`config.mk`:
```
export PLATFORM = sky130hd
export DESIGN_NAME = reset_sequencer
export DESIGN_NICKNAME = d
export VERILOG_FILES = /design/src/rtl/rst_seq_pkg.sv /design/src/rtl/rst_seq_timer.sv /design/src/rtl/reset_sequencer.sv
export SDC_FILE = /design/constraint.sdc
export NUM_CORES = 1
export LEC_CHECK = 0
export CORE_MARGIN = 2
export CORE_UTILIZATION = 44
export CTS_BUF_LIST = sky130_fd_sc_hd__clkbuf_4
export DETAILED_ROUTE_END_ITERATION = 6
export GPL_TIMING_DRIVEN = 0
export MAX_ROUTING_LAYER = met4
export PLACE_DENSITY = 0.74
export SYNTH_ARGS = -nofsm -noshare
export SYNTH_HDL_FRONTEND = slang
export SYNTH_HIERARCHICAL = 1
export SYNTH_SLANG_ARGS = --single-unit
```
`constraint.sdc`:
```
create_clock -name clk -period 7.35 [get_ports clk]
set_input_delay 0.735 -clock clk [delete_from_list [all_inputs] [get_ports clk]]
set_output_delay 0.735 -clock clk [all_outputs]
set_load 0.005 [all_outputs]
```
`src/rtl/rst_seq_pkg.sv`:
```
// Shared types and limits for the staged reset sequencer.
package rst_seq_pkg;

    localparam int NUM_STAGES_MIN = 2;
    localparam int NUM_STAGES_MAX = 8;

    typedef enum logic [1:0] {
        IDLE    = 2'd0,
        HOLD    = 2'd1,
        RELEASE = 2'd2,
        DONE    = 2'd3
    } state_e;

endpackage

```
`src/rtl/rst_seq_timer.sv`:
```
// Loadable up-counter that parks at its terminal count until reloaded.
module rst_seq_timer
    import rst_seq_pkg::*;
#(
    parameter int WIDTH = 4
) (
    input  logic             clk,
    input  logic             rst,
    input  logic             load_i,
    input  logic [WIDTH-1:0] load_val_i,
    input  logic             hold_i,
    input  logic [WIDTH-1:0] term_i,
    output logic             tc_o
);

    logic [WIDTH-1:0] cnt_q, cnt_d;

    assign tc_o = (cnt_q == term_i);

    // Stopping at the terminal count is what keeps the counter from wrapping.
    always_comb begin
        cnt_d = cnt_q;
        if (load_i) begin
            cnt_d = load_val_i;
        end else if (!hold_i && !tc_o) begin
            cnt_d = cnt_q + 1'b1;
        end
    end

    always_ff @(posedge clk) begin
        if (rst) begin
            cnt_q <= '0;
        end else begin
            cnt_q <= cnt_d;
        end
    end

endmodule

```
`src/rtl/reset_sequencer.sv`:
```
// Staged reset release: all domains held, then freed one by one, bit 0 first.
// Define RSTSEQ_ACK_EN to gate each release (and DONE) on the previous domain's ack_i.
module reset_sequencer
    import rst_seq_pkg::*;
#(
    parameter int NUM_STAGES  = 4,
    parameter int HOLD_CYCLES = 8,
    parameter int GAP_CYCLES  = 4
) (
    input  logic                  clk,
    input  logic                  rst,
    input  logic                  req_i,
    input  logic [NUM_STAGES-1:0] ack_i,
    output logic [NUM_STAGES-1:0] stage_rst_o,
    output logic                  busy_o,
    output logic                  done_o
);

    localparam int MAX_CYC = (HOLD_CYCLES > GAP_CYCLES) ? HOLD_CYCLES : GAP_CYCLES;
    localparam int TMR_W   = $clog2(MAX_CYC + 1);
    localparam int IDX_W   = $clog2(NUM_STAGES);
    localparam logic [IDX_W-1:0] LAST_IDX  = IDX_W'(NUM_STAGES - 1);
    localparam logic [TMR_W-1:0] HOLD_TERM = TMR_W'(HOLD_CYCLES - 1);
    localparam logic [TMR_W-1:0] GAP_TERM  = TMR_W'(GAP_CYCLES - 1);

    if (NUM_STAGES < NUM_STAGES_MIN || NUM_STAGES > NUM_STAGES_MAX) begin : g_bad_num_stages
        $error("reset_sequencer: NUM_STAGES out of range");
    end

    state_e                state_q, state_d;
    logic [IDX_W-1:0]      idx_q, idx_d;
    logic [NUM_STAGES-1:0] stage_rst_q, stage_rst_d;
    logic [IDX_W-1:0]      idx_nxt;
    logic [TMR_W-1:0]      tmr_term;
    logic                  tmr_load, tmr_hold, tmr_tc;
    logic                  ack_cur, ack_last;

`ifdef RSTSEQ_ACK_EN
    assign ack_cur  = ack_i[idx_q];
    assign ack_last = ack_i[NUM_STAGES-1];
`else
    logic unused_ack;
    assign unused_ack = ^ack_i;
    assign ack_cur    = 1'b1;
    assign ack_last   = 1'b1;
`endif

    assign idx_nxt  = idx_q + 1'b1;
    assign tmr_term = (state_q == HOLD) ? HOLD_TERM : GAP_TERM;

    rst_seq_timer #(
        .WIDTH (TMR_W)
    ) u_timer (
        .clk        (clk),
        .rst        (rst),
        .load_i     (tmr_load),
        .load_val_i ('0),
        .hold_i     (tmr_hold),
        .term_i     (tmr_term),
        .tc_o       (tmr_tc)
    );

    always_comb begin
        state_d     = state_q;
        idx_d       = idx_q;
        stage_rst_d = stage_rst_q;
        tmr_load    = 1'b0;
        tmr_hold    = 1'b1;
        case (state_q)
            IDLE: begin
                if (req_i) begin
                    state_d     = HOLD;
                    idx_d       = '0;
                    stage_rst_d = '1;
                    tmr_load    = 1'b1;
                end
            end
            HOLD: begin
                tmr_hold = 1'b0;
                if (tmr_tc) begin
                    state_d        = RELEASE;
                    idx_d          = '0;
                    stage_rst_d[0] = 1'b0;
                    tmr_load       = 1'b1;
                end
            end
            RELEASE: begin
                tmr_hold = 1'b0;
                // Reaching idx == LAST here means only the final ack is outstanding.
                if (idx_q == LAST_IDX) begin
                    if (ack_last) begin
                        state_d = DONE;
                    end
                end else if (tmr_tc && ack_cur) begin
                    stage_rst_d[idx_nxt] = 1'b0;
                    idx_d                = idx_nxt;
                    tmr_load             = 1'b1;
                    if (idx_nxt == LAST_IDX && ack_last) begin
                        state_d = DONE;
                    end
                end
            end
            DONE: begin
                state_d = IDLE;
            end
            default: begin
                state_d = IDLE;
            end
        endcase
    end

    always_ff @(posedge clk) begin
        if (rst) begin
            state_q     <= HOLD;
            idx_q       <= '0;
            stage_rst_q <= '1;
        end else begin
            state_q     <= state_d;
            idx_q       <= idx_d;
            stage_rst_q <= stage_rst_d;
        end
    end

    assign stage_rst_o = stage_rst_q;
    assign busy_o      = (state_q != IDLE);
    assign done_o      = (state_q == DONE);

endmodule

```
==> metrics list, run 1 <==
- The flow ran to the end, and the final reports show no timing, DRC or antenna violations.
- Routability-driven placement finished with a final weighted congestion of 0.857.
* Y dimension of the die: 48.2 um
- Max stage delay cell, worst path: sky130_fd_sc_hd__dfxtp_1
* Buffers inserted during post-CTS setup optimization: 0
- CTS built an H-tree with a depth of 1.
- In this run the register-to-register setup slack is 4.67 ns.
- Nets: 129
- Fin area: 1010 um^2
- The filler cells instantiated in the layout total 158.
* Port buffer count: 8
* Required arrival time at the worst endpoint: 7.51 ns
- Worst hold path class: reg2reg
* Final total power: 0.000376 W
- In this run, synthesis inferred 0 flip-flops with an integrated enable.
* Switching power as a share of total power: 0.432
- The total count of max-transition violations in the final report came to 0.
* Detailed-routing iteration count for the pre-antenna-repair pass: 4
* Area taken by multi-input logic gates: 588 um^2
- CP endpoint kind: flop
- Total length of routed wires: 1.59 mm
- Clk_lat worst skew: 0.28 ns
- Post-CTS repair changed the size of 0 cells.
- FF+latch area: 240 um^2
- Period utilisation layout: 0.365
- Syn-to-layout area delta: 18.2%
- Across the run, the number of max-cap violations was 0.
- Timing would allow up to 372 MHz.
- Via count normalized by instance count: 5.15
* Top area cells in the synthesized netlist: sky130_fd_sc_hd__dfxtp_1 (28%), sky130_fd_sc_hd__ha_1 (16%), sky130_fd_sc_hd__a2111oi_2 (5.2%)
* Instance area after placement: 988 um^2
* Static Leakage: 0.413 nW
* Number of cells on the worst hold path: 1
- Maximum cell stage delay along the critical path: 0.41 ns
- The floorplan step set the die width to 48.2 um.
- Summing over every cut layer, the via total after detailed routing is 695.
- Entering global routing, the biggest net connects 11 pins.
* Core Rows: 15
- VDD sags by at most 240 uV.
- Measured on the finished design, the core utilization comes to 0.569.
- After detailed routing, the average wire length per cell comes to 11.8 um.
- Sequential fraction of design power: 0.276
- After synthesis the netlist holds a flip-flop and latch count of 12.
* Overall die area: 2320 um^2
- In this run, CTS created clock tree buffers numbering 3.
- Hold repair after CTS inserted 0 buffers.
- The via count of the first global-routing pass came to 662.
- The detail route stage leaves a number of antenna-violating nets equal to 0.
- Clock tree from TritonCTS: built
- Number of hold violations in the final report: 0
* Number of unique standard cell types used by synthesis: 28
- Setup repair after global routing left no endpoint under its margin.
- For this run, design rule violations remaining after detail routing come to 0.
- For this run, asynchronously set or reset flops after synthesis account for 0.
- Power density over the cells: 370 nW/um^2
- Data on the critical path arrives at its endpoint at 2.85 ns.
- The first global-routing pass estimated 2.79 mm of wire.
- Worst-case reg-to-reg path depth: 9
* Max Buffers Root-to-Sink: 2
- After clock tree synthesis, the clock-pin slew on the worst setup and hold paths is 0.08 ns.
- Setup crit start kind: flop
* Cell types with the highest counts after synthesis: sky130_fd_sc_hd__dfxtp_1 (12), sky130_fd_sc_hd__inv_1 (12), sky130_fd_sc_hd__ha_1 (11), sky130_fd_sc_hd__nor2_1 (8), sky130_fd_sc_hd__nand2_1 (6)
* Worst clock skew on the final layout: 0.00686 ns
- The share of synthesized area in the top cell type comes to 0.280.
- Antenna diode instance count: 0
- For the finished layout, the period the worst path requires is 2.68 ns.
- Of all cell types, the one taking the most synthesized area is sky130_fd_sc_hd__dfxtp_1.
- Root Buffer Master: sky130_fd_sc_hd__clkbuf_4
- HPWL after detailed placement: 1.22 mm
* Number of sinks driven by the clock tree: 12
* Post-synthesis average cell area: 9.23 um^2
* Highest net fanout along the worst path: 6
* Clock group share of total power: 0.112
* Fin Setup TNS: 0 ns
- Overall track demand over capacity in global routing: 0.184
- Internal Pwr Total: 0.000214 W
* # setup viols final: 0
* Number of warning messages in the yosys log: 6
- CP Cell Sequence: inv_1, ha_1, xnor2_1, and4_2, o21ai_0, a21oi_1, inv_1, and4_2, a2111oi_2
* Netlist area before placement: 858 um^2
- Violation count after the first detailed-routing iteration: 4
- Number of antenna violations at the first check in global routing: 0
- In this run the count of I/O pins placed on the die edge is 13.
- Of the cells placed in the final design, the portion with a size suffix greater than 1 is 0.109.
* Core box area: 1780 um^2
- Overflow left after global routing: 0
* Initial core utilization: 0.481
* Leading register cell type out of synthesis: sky130_fd_sc_hd__dfxtp_1
- Counting every instance in the synthesized netlist gives 93.
* Share of the yosys chip area belonging to registers: 0.280
* Switch Pwr: 0.000162 W
* Setup CP Type: reg2reg
* Relative contribution of combinational cells to total power: 0.612
-- metal layers --
layer	up-vias	wire, um	global-route usage	part of all wire
met3	2	48	0.0667	0.030
li1	354	-	-	-
met4	0	14	0.0649	0.0088
met2	11	853	0.313	0.54
met5	-	0	-	0
met1	328	671	0.195	0.42
-- layout make-up --
type | count | area share
inverter | 12 | 0.0444
timing repair buffer | 8 | 0.0789
clock inverter | 1 | 0.00370
tap | 25 | 0.0308
clock buffer | 3 | 0.0222
multi-input combinational | 73 | 0.580
sequential | 12 | 0.237
buffer | 1 | 0.00370
-- worst max-delay path: cells and delay by family (launching register included) --
kind | cells | cell delay, ns
AND/OR/NAND/NOR | 2 | 0.60
XOR/XNOR | 1 | 0.28
AO/OA/AOI/OAI | 3 | 0.73
buffers and inverters | 2 | 0.31
flip-flops | 1 | 0.41
adder cells (fa/ha/maj) | 1 | 0.24
-- power groups by stage --
| stage | Clock (W) | Combinational (W) | Sequential (W) |
|---|---|---|---|
| 2_1_floorplan | 0 | 0.000178 | 0.000101 |
| 4_1_cts | 0.0000454 | 0.000230 | 0.000104 |
| 3_3_place_gp | 0 | 0.000222 | 0.000104 |
| 6_report | 0.0000421 | 0.000230 | 0.000104 |
| 3_5_place_dp | 0 | 0.000229 | 0.000105 |
| 5_1_grt | 0.0000468 | 0.000256 | 0.000107 |
-- placed cells by master (no fill, tap or decap) --
master	instances
sky130_fd_sc_hd__inv_1	12
sky130_fd_sc_hd__dfxtp_1	12
sky130_fd_sc_hd__ha_1	11
sky130_fd_sc_hd__nor2_1	8
sky130_fd_sc_hd__clkdlybuf4s50_1	8
sky130_fd_sc_hd__conb_1	7
sky130_fd_sc_hd__nand2_1	6
sky130_fd_sc_hd__xnor2_1	5
sky130_fd_sc_hd__a21o_1	4
sky130_fd_sc_hd__nor2b_1	3
sky130_fd_sc_hd__a2111oi_2	3
sky130_fd_sc_hd__a211oi_1	3
sky130_fd_sc_hd__mux2i_1	3
sky130_fd_sc_hd__clkbuf_4	3
sky130_fd_sc_hd__or4_1	2
sky130_fd_sc_hd__o31ai_1	2
sky130_fd_sc_hd__nand2b_1	2
sky130_fd_sc_hd__and4_2	2
sky130_fd_sc_hd__a211oi_2	2
sky130_fd_sc_hd__o21ai_0	1
sky130_fd_sc_hd__a21oi_1	1
sky130_fd_sc_hd__buf_1	1
sky130_fd_sc_hd__a2111o_1	1
sky130_fd_sc_hd__o31a_1	1
sky130_fd_sc_hd__a211o_1	1
sky130_fd_sc_hd__nor3_1	1
sky130_fd_sc_hd__o22ai_1	1
sky130_fd_sc_hd__clkinv_1	1
sky130_fd_sc_hd__a41oi_4	1
sky130_fd_sc_hd__and3_2	1
sky130_fd_sc_hd__and4_1	1
-- registers in the layout (all words and copies together) (netlist names) --
signal         flops
u_timer/cnt_q      4
state_q            2
idx_q              2
stage_rst_o        4
-- stage by stage --
| step | std cells | hold WS [ns] | setup slack (ns) |
|---|---|---|---|
| finish | 135 | 0.455 | 4.67 |
| global route | 135 | 0.487 | 4.45 |
| CTS | 135 | 0.465 | 4.65 |
| detailed placement | 131 | 0.444 | 4.68 |
| global placement | 131 | 0.437 | 4.80 |
| floorplan | 98 | 0.451 | 5.04 |
-- path summary, 6_finish.rpt --
path / startpoint / endpoint
max: state_q[1] / u_timer/cnt_q[3]
min: stage_rst_o[3] / stage_rst_o[3]
max reg2reg: state_q[1] / u_timer/cnt_q[3]
min reg2reg: stage_rst_o[3] / stage_rst_o[3]
-- cell families (layout without fill, tap and decap cells) --
kind of cell | count (synthesis) | after routing | synth area share
AOI/OAI and AO/OA | 21 | 21 | 0.245
DFF | 12 | 12 | 0.280
other | 2 | 7 | 0.00875
muxes | 3 | 3 | 0.0350
buffers and inverters | 13 | 25 | 0.0568
and+or+nand+nor | 26 | 26 | 0.163
xor gates and xnor gates | 5 | 5 | 0.0510
adders and majority gates | 11 | 11 | 0.160
No activity file was read; power rests on OpenSTA's default activity.
==> run 2: changes to the inputs <==
==> constraint.sdc (replaced) <==
create_clock -name clk -period 2.7 [get_ports clk]
set_input_delay 0.27 -clock clk [delete_from_list [all_inputs] [get_ports clk]]
set_output_delay 0.27 -clock clk [all_outputs]
set_load 0.005 [all_outputs]
==> metrics list, run 2 (synthesis gave the netlist of run 1 again) <==
- Result of the run: finished clean
- The clock period could shrink to 2.46 ns.
- Global Route met3 Usage: 0.0667
- The clock drives 12 sinks.
* Root Buffer Master: sky130_fd_sc_hd__clkbuf_4
- # setup viols final: 0
- RSZ-0062 raised after global routing: false
* Max stage delay cell, worst path: sky130_fd_sc_hd__dfxtp_1
* Detailed-route via count: 686
- In this run the tool buffered the top-level ports with 8 buffer cells.
- Final ANT Viol Nets: 0
- Switching power as a share of total power: 0.429
* Clock tree from TritonCTS: built
* Overflow left after global routing: 0
- The number of antenna violations at the first check in global routing is 0.
- For this run, design rule violations remaining after detail routing come to 0.
* Number of hold violations in the final report: 0
- Entering global routing, the biggest net connects 11 pins.
- Antenna diode instance count: 0
- The congestion estimate from routability-driven global placement came to 0.857.
- Hold path startpoint: stage_rst_o[3]
* Violation count after the first detailed-routing iteration: 7
- Detailed-routing iteration count for the pre-antenna-repair pass: 2
- GR Util met2: 0.313
* Final-report max-slew violation count: 0
* R2R Path Start: state_q[1]
* Worst-case hold slack: 0.456 ns
- Period utilisation layout: 0.911
- Cell internal power was estimated by the tool at 0.000594 W.
* Met1 Use GR: 0.195
* Routed wire length per instance: 11.7 um
- The worst setup path is launched from a flop.
- Clk_lat worst skew: 0.28 ns
- For the worst setup path, the data required time is 2.87 ns.
* Number of buffers created by CTS: 3
* Syn-to-layout area delta: 19.5%
- The signal on the critical path passes through inv_1, ha_1, xnor2_2, and4_2, o21ai_0, a21oi_2, inv_1, and4_2, a2111oi_2.
* Power density over the cells: 1010 nW/um^2
- After clock tree synthesis, the clock-pin slew on the worst setup and hold paths is 0.08 ns.
- Relative contribution of combinational cells to total power: 0.616
- Adding up every negative setup slack in the final design gives 0 ns.
* Switch Pwr: 0.000447 W
- The design draws 0.00104 W.
* Maximum clock frequency: 406 MHz
- In this run the number of H-tree levels came out at 1.
* Static Leakage: 0.420 nW
- The via count of the first global-routing pass was 662.
- Most frequent cells in the layout: sky130_fd_sc_hd__inv_1 (12), sky130_fd_sc_hd__dfxtp_1 (12), sky130_fd_sc_hd__ha_1 (11)
- 13 I/O pins were placed.
- The floorplan has 15 rows.
- In this run the horizontal extent of the chip is 48.2 um.
* Data arrival time at the worst-slack endpoint: 2.63 ns
* Initial core utilization: 0.481
- The wire-length estimate of the detail-placed layout is 1.22 mm.
- Core box area: 1780 um^2
* Overall track demand over capacity in global routing: 0.184
* Via count normalized by instance count: 5.08
- For this block, the routed nets add up to 1.58 mm of wire.
* Y dimension of the die: 48.2 um
- Broken down by cell family, the worst path's largest delay share belongs to compound AO/OA/AOI/OAI gates.
- Worst-case reg-to-reg path depth: 9
* Number of cells on the worst hold path: 1
- Fraction of layout instances using a drive strength above 1: 0.127
- Nets: 129
- For this run, the slowest stage of the critical path takes 0.41 ns.
- In this run the critical register-to-register path is captured at u_timer/cnt_q[3].
- Of all nets on the critical path, the largest fanout is 6.
- FF-to-FF setup slack: 0.24 ns
- Setup CP Type: reg2reg
- The first global-routing pass estimated 2.79 mm of wire.
* Worst clock skew on the final layout: 0.00707 ns
- IR analysis of the VDD net gives a maximum drop of 647 uV.
- The number of buffers and inverters on the critical path is 2.
- Max capacitance violation total: 0
- Of the total power, the clock network draws 0.111.
- STA classifies the critical path endpoint as a flop.
* Hold-critical path endpoint: stage_rst_o[3]
- Max Buffers Root-to-Sink: 2
- Overall die area: 2320 um^2
* Number of buffers inserted for hold repair after clock tree synthesis: 0
- Layer carrying the most global-route usage: met2
* Sequential fraction of design power: 0.273
- The worst hold path belongs to the class reg2reg.
## run 2: worst max path at each step
stage,from,end,slack [ns],cells past startpoint
5_1_grt,state_q[1],u_timer/cnt_q[3],0.05,9
3_3_place_gp,state_q[1],u_timer/cnt_q[3],0.15,9
3_5_place_dp,state_q[1],u_timer/cnt_q[3],0.03,9
4_1_cts,state_q[1],u_timer/cnt_q[3],0.005,9
6_report,state_q[1],u_timer/cnt_q[3],0.24,9
2_1_floorplan,state_q[1],u_timer/cnt_q[3],0.39,9
## run 2: routing by layer
layer | up-vias | share of wire | wire [um]
met5 | - | 0 | 0
met4 | 0 | 0.0076 | 12
met3 | 2 | 0.028 | 45
met2 | 7 | 0.54 | 863
met1 | 324 | 0.42 | 662
li1 | 353 | - | -
## run 2: power by group through the flow
stage               clock network [W]  logic (W)  registers, W
CTS                          0.000124   0.000627      0.000283
finish                       0.000115   0.000642      0.000284
floorplan                           0   0.000484      0.000276
detailed placement                  0   0.000622      0.000285
global placement                    0   0.000603      0.000282
global route                 0.000127   0.000718      0.000292
## run 2: area by class of cell
cell class | instances | area, um^2
sequential | 12 | 240
inverter | 12 | 45.0
multi-input combinational | 73 | 599
clock inverter | 1 | 3.75
buffer | 1 | 3.75
timing repair buffer | 8 | 80.1
clock buffer | 3 | 22.5
tap | 25 | 31.3
fill | 157 | 757
## run 2: what timing repair did
item	in CTS	in global routing
setup buffers	0	0
endpoints found under the hold margin	0	0
gates resized for setup	0	2
setup endpoints to repair	0	2
## run 2: metrics by stage
stage | utilization | instances | area [um^2] | worst slack, ns
5_1_grt | 0.575 | 135 | 1030 | 0.0506
2_1_floorplan | - | 98 | 877 | 0.392
3_3_place_gp | 0.554 | 131 | 988 | 0.153
6_report | 0.575 | 135 | 1030 | 0.239
4_1_cts | 0.569 | 135 | 1010 | 0.00493
3_5_place_dp | 0.554 | 131 | 988 | 0.0264
==> run 3: changes to the inputs <==
--- a/config.mk
+++ b/config.mk
@@ -16,3 +16,4 @@
 export SYNTH_HDL_FRONTEND = slang
 export SYNTH_HIERARCHICAL = 1
 export SYNTH_SLANG_ARGS = --single-unit
+export TNS_END_PERCENT = 1
==> results of run 3 <==
Same layout as run 2: the final DEF is identical, and so are final timing and power.
==> patch 1 (config.mk and constraints of run 2) <==
Set the parameter `NUM_STAGES` to 8 (it was 4).
--- a/src/rtl/reset_sequencer.sv
+++ b/src/rtl/reset_sequencer.sv
@@ -5,3 +5,3 @@
 #(
-    parameter int NUM_STAGES  = 4,
+    parameter int NUM_STAGES  = 8,
     parameter int HOLD_CYCLES = 8,
Interface: changed (resized ack_i and stage_rst_o); port bits go from 13 to 21. The function was not compared with the original's and may differ.
==> patch 1 against run 2 <==
Maximum frequency grew 4.0%; critical path depth is the same; final area grew 27%; area after synthesis grew 26%; power grew 12%; sequential cell count grew 5; wire length grew 29%; worst setup slack gained 0.095 ns; clock skew grew 0.0073 ns.
==> patch 1: results (changes against run 2) <==
* Power Clock at 147 uW (+28%)
* Clock root buffer master: clkbuf_4
* Slowest cell on crit path: dfxtp_1
* Final TNS setup at 0 ns (unchanged)
* Adder-cell share of the synthesized area at 9.281% (-6.8 points)
* Global placement routability congestion at 0.7816 (-8.8%)
* Clk pin slew, worst setup/hold paths at 0.10 ns (+0.02 ns)
* Initial DRC count at 10 (+3)
* Combinational power at 666 uW (+3.7%)
* Post-Synth XOR/XNOR Area at 4.060% (-1.0 points)
* WL per Instance at 12.34 um (+5.2%)
* Lkg Pwr at 0.5484 nW (+31%)
* Hold crit path type: register to register
* Inst Count DP at 160 (+22%)
* Antenna cells at 0 (unchanged)
* Max FFs per register at 8
* Ranking of synthesized cells by area: dfxtp_1 32%, ha_1 9.3%, mux2i_1 6.5%, inv_1 6.3%, a2111oi_0 5.7%
* Crit-path max FO at 6 (unchanged)
* Seq/Total Area, Yosys at 31.55% (+3.6 points)
* Layout cell share with drive strength beyond 1 at 13.04% (+0.32 points)
* HPWL Detailed at 1523 um (+24%)
* Num CTS Buffers at 3 (unchanged)
* Syn. warnings at 6 (unchanged)
* First-pass GRT wire length at 3546 um (+27%)
* Cell Area, Placed at 1252 um2 (+27%)
* Multiplexer share of the synthesized area at 6.497% (+3.0 points)
* Maxcap violations at 0 (unchanged)
* Crit-path leading delay family: simple AND/OR/NAND/NOR gates
* Routed vias at 882 (+29%)
* P_sw at 485.3 uW (+8.6%)
* Yosys cell types at 31 (+11%)
* Top_reg_cell synth: dfxtp_1
* VDD IR-drop max at 0.0005784 V (-11%)
* Worst EP arrival at 2.57 ns (-0.06 ns)
* Later-pin clock latency in the skew report at 0.31 ns (+0.03 ns)
* Synth cell count leaders: 18 x inv_1, 17 x dfxtp_1, 8 x ha_1, 8 x o21ai_0
* Synth async-reset ratio at 0% (unchanged)
* Vias in the first global route at 826 (+25%)
* Final non-filler cell total at 166 (+23%)
* Status: finished, final reports clean
* CTS max path bufs at 2 (unchanged)
* Post-Synthesis Cells at 115 (+24%)
* Initial antenna violation count at 0 (unchanged)
* Number of port buffers at 12 (+4)
* Filler cells at 232 (+48%)
* H-tree Lvls at 1 (unchanged)
* Delay of the slowest critical-path stage at 0.39 ns (-0.02 ns)
* Largest net degree at the start of global routing at 11 (unchanged)
* Switching portion of total power at 41.64% (-1.3 points)
* Global Route Usage Sum at 17.85% (-0.55 points)
* Compound-Gate Fraction of Synth Area at 24.01% (-0.48 points)
* Final nets at 158 (+22%)
* Clk_skew at 0.01433 ns (+0.007267 ns)
* Drt first pass iters at 4 (+2)
==> patch 1: final cells by class <==
cell class	instances	share of cell area (%)
multi-input cells	83	52.79
plain buffers	2	0.5780
flip-flops and latches	17	26.20
well taps	28	2.697
repair buffers	14	10.40
clock inverters	1	0.3854
inverters	18	5.202
clock buffers	3	1.734
==> patch 1: worst min-delay path, cell delays in order (launching register included) <==
cell and delay (ns):
dfxtp_1 0.32, inv_1 0.04, o21ai_0 0.06
==> patch 1: per-layer routing <==
metal / global-route usage, % / wire, um
met2: 29.42 / 960
met4: 7.692 / 34
met3: 4.237 / 97
met5: - / 0
met1: 20.55 / 956
==> patch 1: final timing paths <==
path / slack [ns] / cells after the start / from / to
setup / recovery: 0.33 / 9 / state_q[1] / u_timer/cnt_q[3]
hold / removal: 0.47 / 2 / stage_rst_o[4] / stage_rst_o[4]
setup reg to reg: 0.33 / 9 / state_q[1] / u_timer/cnt_q[3]
hold reg to reg: 0.47 / 2 / stage_rst_o[4] / stage_rst_o[4]
==> patch 1: cell families (layout without fill, tap and decap cells) <==
logic type	count (synthesis)	in the layout
fa+ha+maj	8	8
compound gates	28	28
xor+xnor	5	5
other cells	2	7
mux	7	7
flops	17	17
simple gates	28	28
buf+inv	20	38
==> patch 1: repair_timing <==
action	CTS	global route
resized for setup	0	1
setup buffers	0	2
endpoints found under the setup margin	0	4
==> patch 1: through the flow <==
step                hold slack [ns]  worst slack (ns)  utilization (%)
finish                       0.4689            0.3343            57.60
global route                 0.4913            0.1089            57.60
CTS                          0.4757           0.01724            56.77
detailed placement           0.4603           0.07097            55.55
global placement             0.4563            0.1821            55.55
floorplan                    0.3346            0.3790                -
==> patch 2 (config.mk and constraints of run 2) <==
Without the edit above. Re-encode `state_e` (4 states) as Gray code, 2 bits wide.
--- a/src/rtl/rst_seq_pkg.sv
+++ b/src/rtl/rst_seq_pkg.sv
@@ -7,6 +7,6 @@
     typedef enum logic [1:0] {
-        IDLE    = 2'd0,
-        HOLD    = 2'd1,
-        RELEASE = 2'd2,
-        DONE    = 2'd3
+        IDLE    = 2'b00,
+        HOLD    = 2'b01,
+        RELEASE = 2'b11,
+        DONE    = 2'b10
     } state_e;
Check against the original RTL: no difference found for any inputs over 10 cycles, from zero or initial values and one cycle with rst high; not proved beyond that.
==> patch 2 against run 2 <==
Area after synthesis fell by 11%; synthesized cell count fell by 15%; worst setup slack improved by 0.036 ns; critical path depth rose by 1; wire length fell by 14%; final area fell by 11%; cell count fell by 16%; die area fell by 9.9%; sequential cell count did not move; critical path type unchanged; largest cell class unchanged; highest routed layer unchanged.
Power is not compared: it rests on default switching activity, and its combinational part moved more than twofold at a synthesized area within 25%.
==> patch 2: results (changes against run 2) <==
* Status: finished, final reports clean
* Worst-Margin Slew at around 0.5 ns
* Clk_skew at 0.005106 ns (-0.001961 ns)
* Worst flop-to-flop path startpoint: state_q[0]
* Ranking of synthesized cells by area: dfxtp_1 31%, ha_1 9.8%, xnor2_1 5.7%, inv_1 4.4%, a2111oi_2 3.9%
* Delay of the slowest critical-path stage at 0.45 ns (+0.04 ns)
* Hold crit path type: register to register
* HPWL Detailed at 995.4 um (-19%)
* CTS max path bufs at 2 (unchanged)
* Routed vias at 602 (-12%)
* Fin. max-slew vios at 0 (unchanged)
* Synth async-reset ratio at 0% (unchanged)
* Yosys cell types at 34 (+21%)
* Num CTS Buffers at 3 (unchanged)
* Initial DRC count at 3 (-4)
* Worst Setup Path Type: register to register
* Final WL at 1368 um (-14%)
* Layout cell share with drive strength beyond 1 at 18.75% (+6.0 points)
* Seq/Total Area, Yosys at 31.37% (+3.4 points)
* Synth cell count leaders: 12 x dfxtp_1, 9 x inv_1, 6 x ha_1, 6 x nor2_1, 5 x xnor2_1
* Number of port buffers at 8 (unchanged)
* Min-delay src: stage_rst_o[2]
* Top_reg_cell synth: dfxtp_1
* Antenna cells at 0 (unchanged)
* Lkg Pwr at 0.3708 nW
* VDD IR-drop max at 0.0002233 V
* Crit-path max FO at 8 (+2)
* Initial antenna violation count at 0 (unchanged)
* Slowest cell on crit path: dfxtp_1
* Final nets at 110 (-15%)
* Clock root buffer master: clkbuf_4
* First-pass GRT wire length at 2277 um (-19%)
* Global Route Usage Sum at 15.82% (-2.6 points)
* Largest net degree at the start of global routing at 12 (+1)
* H-tree Lvls at 1 (unchanged)
* Crit-path leading delay family: simple AND/OR/NAND/NOR gates
* Place WS at -0.05339 ns (-0.07976 ns)
* Setup bufs post-CTS at 0 (unchanged)
* Vias in the first global route at 549 (-17%)
* Later-pin clock latency in the skew report at 0.28 ns (about the same)
* Clk pin slew, worst setup/hold paths at 0.08 ns (about the same)
* Global placement routability congestion at 0.7703 (-10%)
* Filler cells at 159 (+1.3%)
* Grt total ovfl at 0 (unchanged)
* Post-route ant nets at 0 (unchanged)
* Cell Area, Placed at 885.9 um2 (-10%)
* Drt first pass iters at 4 (+2)
* Syn. warnings at 6 (unchanged)
* Worst path required time at 2.88 ns (about the same)
* Post_cts resized at 1 (+1)
[patch 2: logic make-up (layout without fill, tap and decap cells)]
logic type / after synthesis / count (layout) / share of synthesized area, %
XOR/XNOR: 5 / 5 / 5.719
flip-flops: 12 / 12 / 31.37
other: 2 / 7 / 0.9808
AO/OA/AOI/OAI: 20 / 20 / 25.82
multiplexers: 1 / 1 / 1.307
adder cells (fa/ha/maj): 6 / 6 / 9.804
AND/OR/NAND/NOR: 22 / 22 / 18.14
buffers and inverters: 11 / 23 / 6.863
[patch 2: layout make-up]
| cell class | count | share of cell area, % |
|---|---|---|
| clock buffers | 3 | 2.459 |
| flip-flops and latches | 12 | 26.23 |
| repair buffers | 8 | 8.743 |
| inverters | 9 | 3.689 |
| well taps | 17 | 2.322 |
| clock inverters | 1 | 0.4098 |
| plain buffers | 2 | 2.049 |
| multi-input cells | 61 | 54.10 |
[patch 2: final timing paths]
path	to	slack, ns	cells past startpoint
worst min-delay path	stage_rst_o[2]	0.49	1
worst max-delay path	u_timer/cnt_q[3]	0.28	10
worst min register to register	stage_rst_o[2]	0.49	1
worst max register to register	u_timer/cnt_q[3]	0.28	10
[patch 2: metrics by stage]
step / util [%] / instances
after floorplan: - / 84
after global placement: 52.44 / 109
after detailed placement: 52.44 / 109
after CTS: 54.00 / 113
after global routing: 54.22 / 113
final: 54.22 / 113
[patch 2: power by group]
| group | switching (mW) | internal [mW] | leakage (nW) |
|---|---|---|---|
| Clock | 0.0651 | 0.0536 | 0.0154 |
| Sequential | 0.0135 | 0.190 | 0.0976 |
| Combinational | 0.0448 | 0.0410 | 0.258 |
[patch 2: routing by layer]
metal	track usage (%)	wire length (um)
met1	19.37	663
met3	5.159	43
met4	8.000	10
met5	-	0
met2	23.10	651
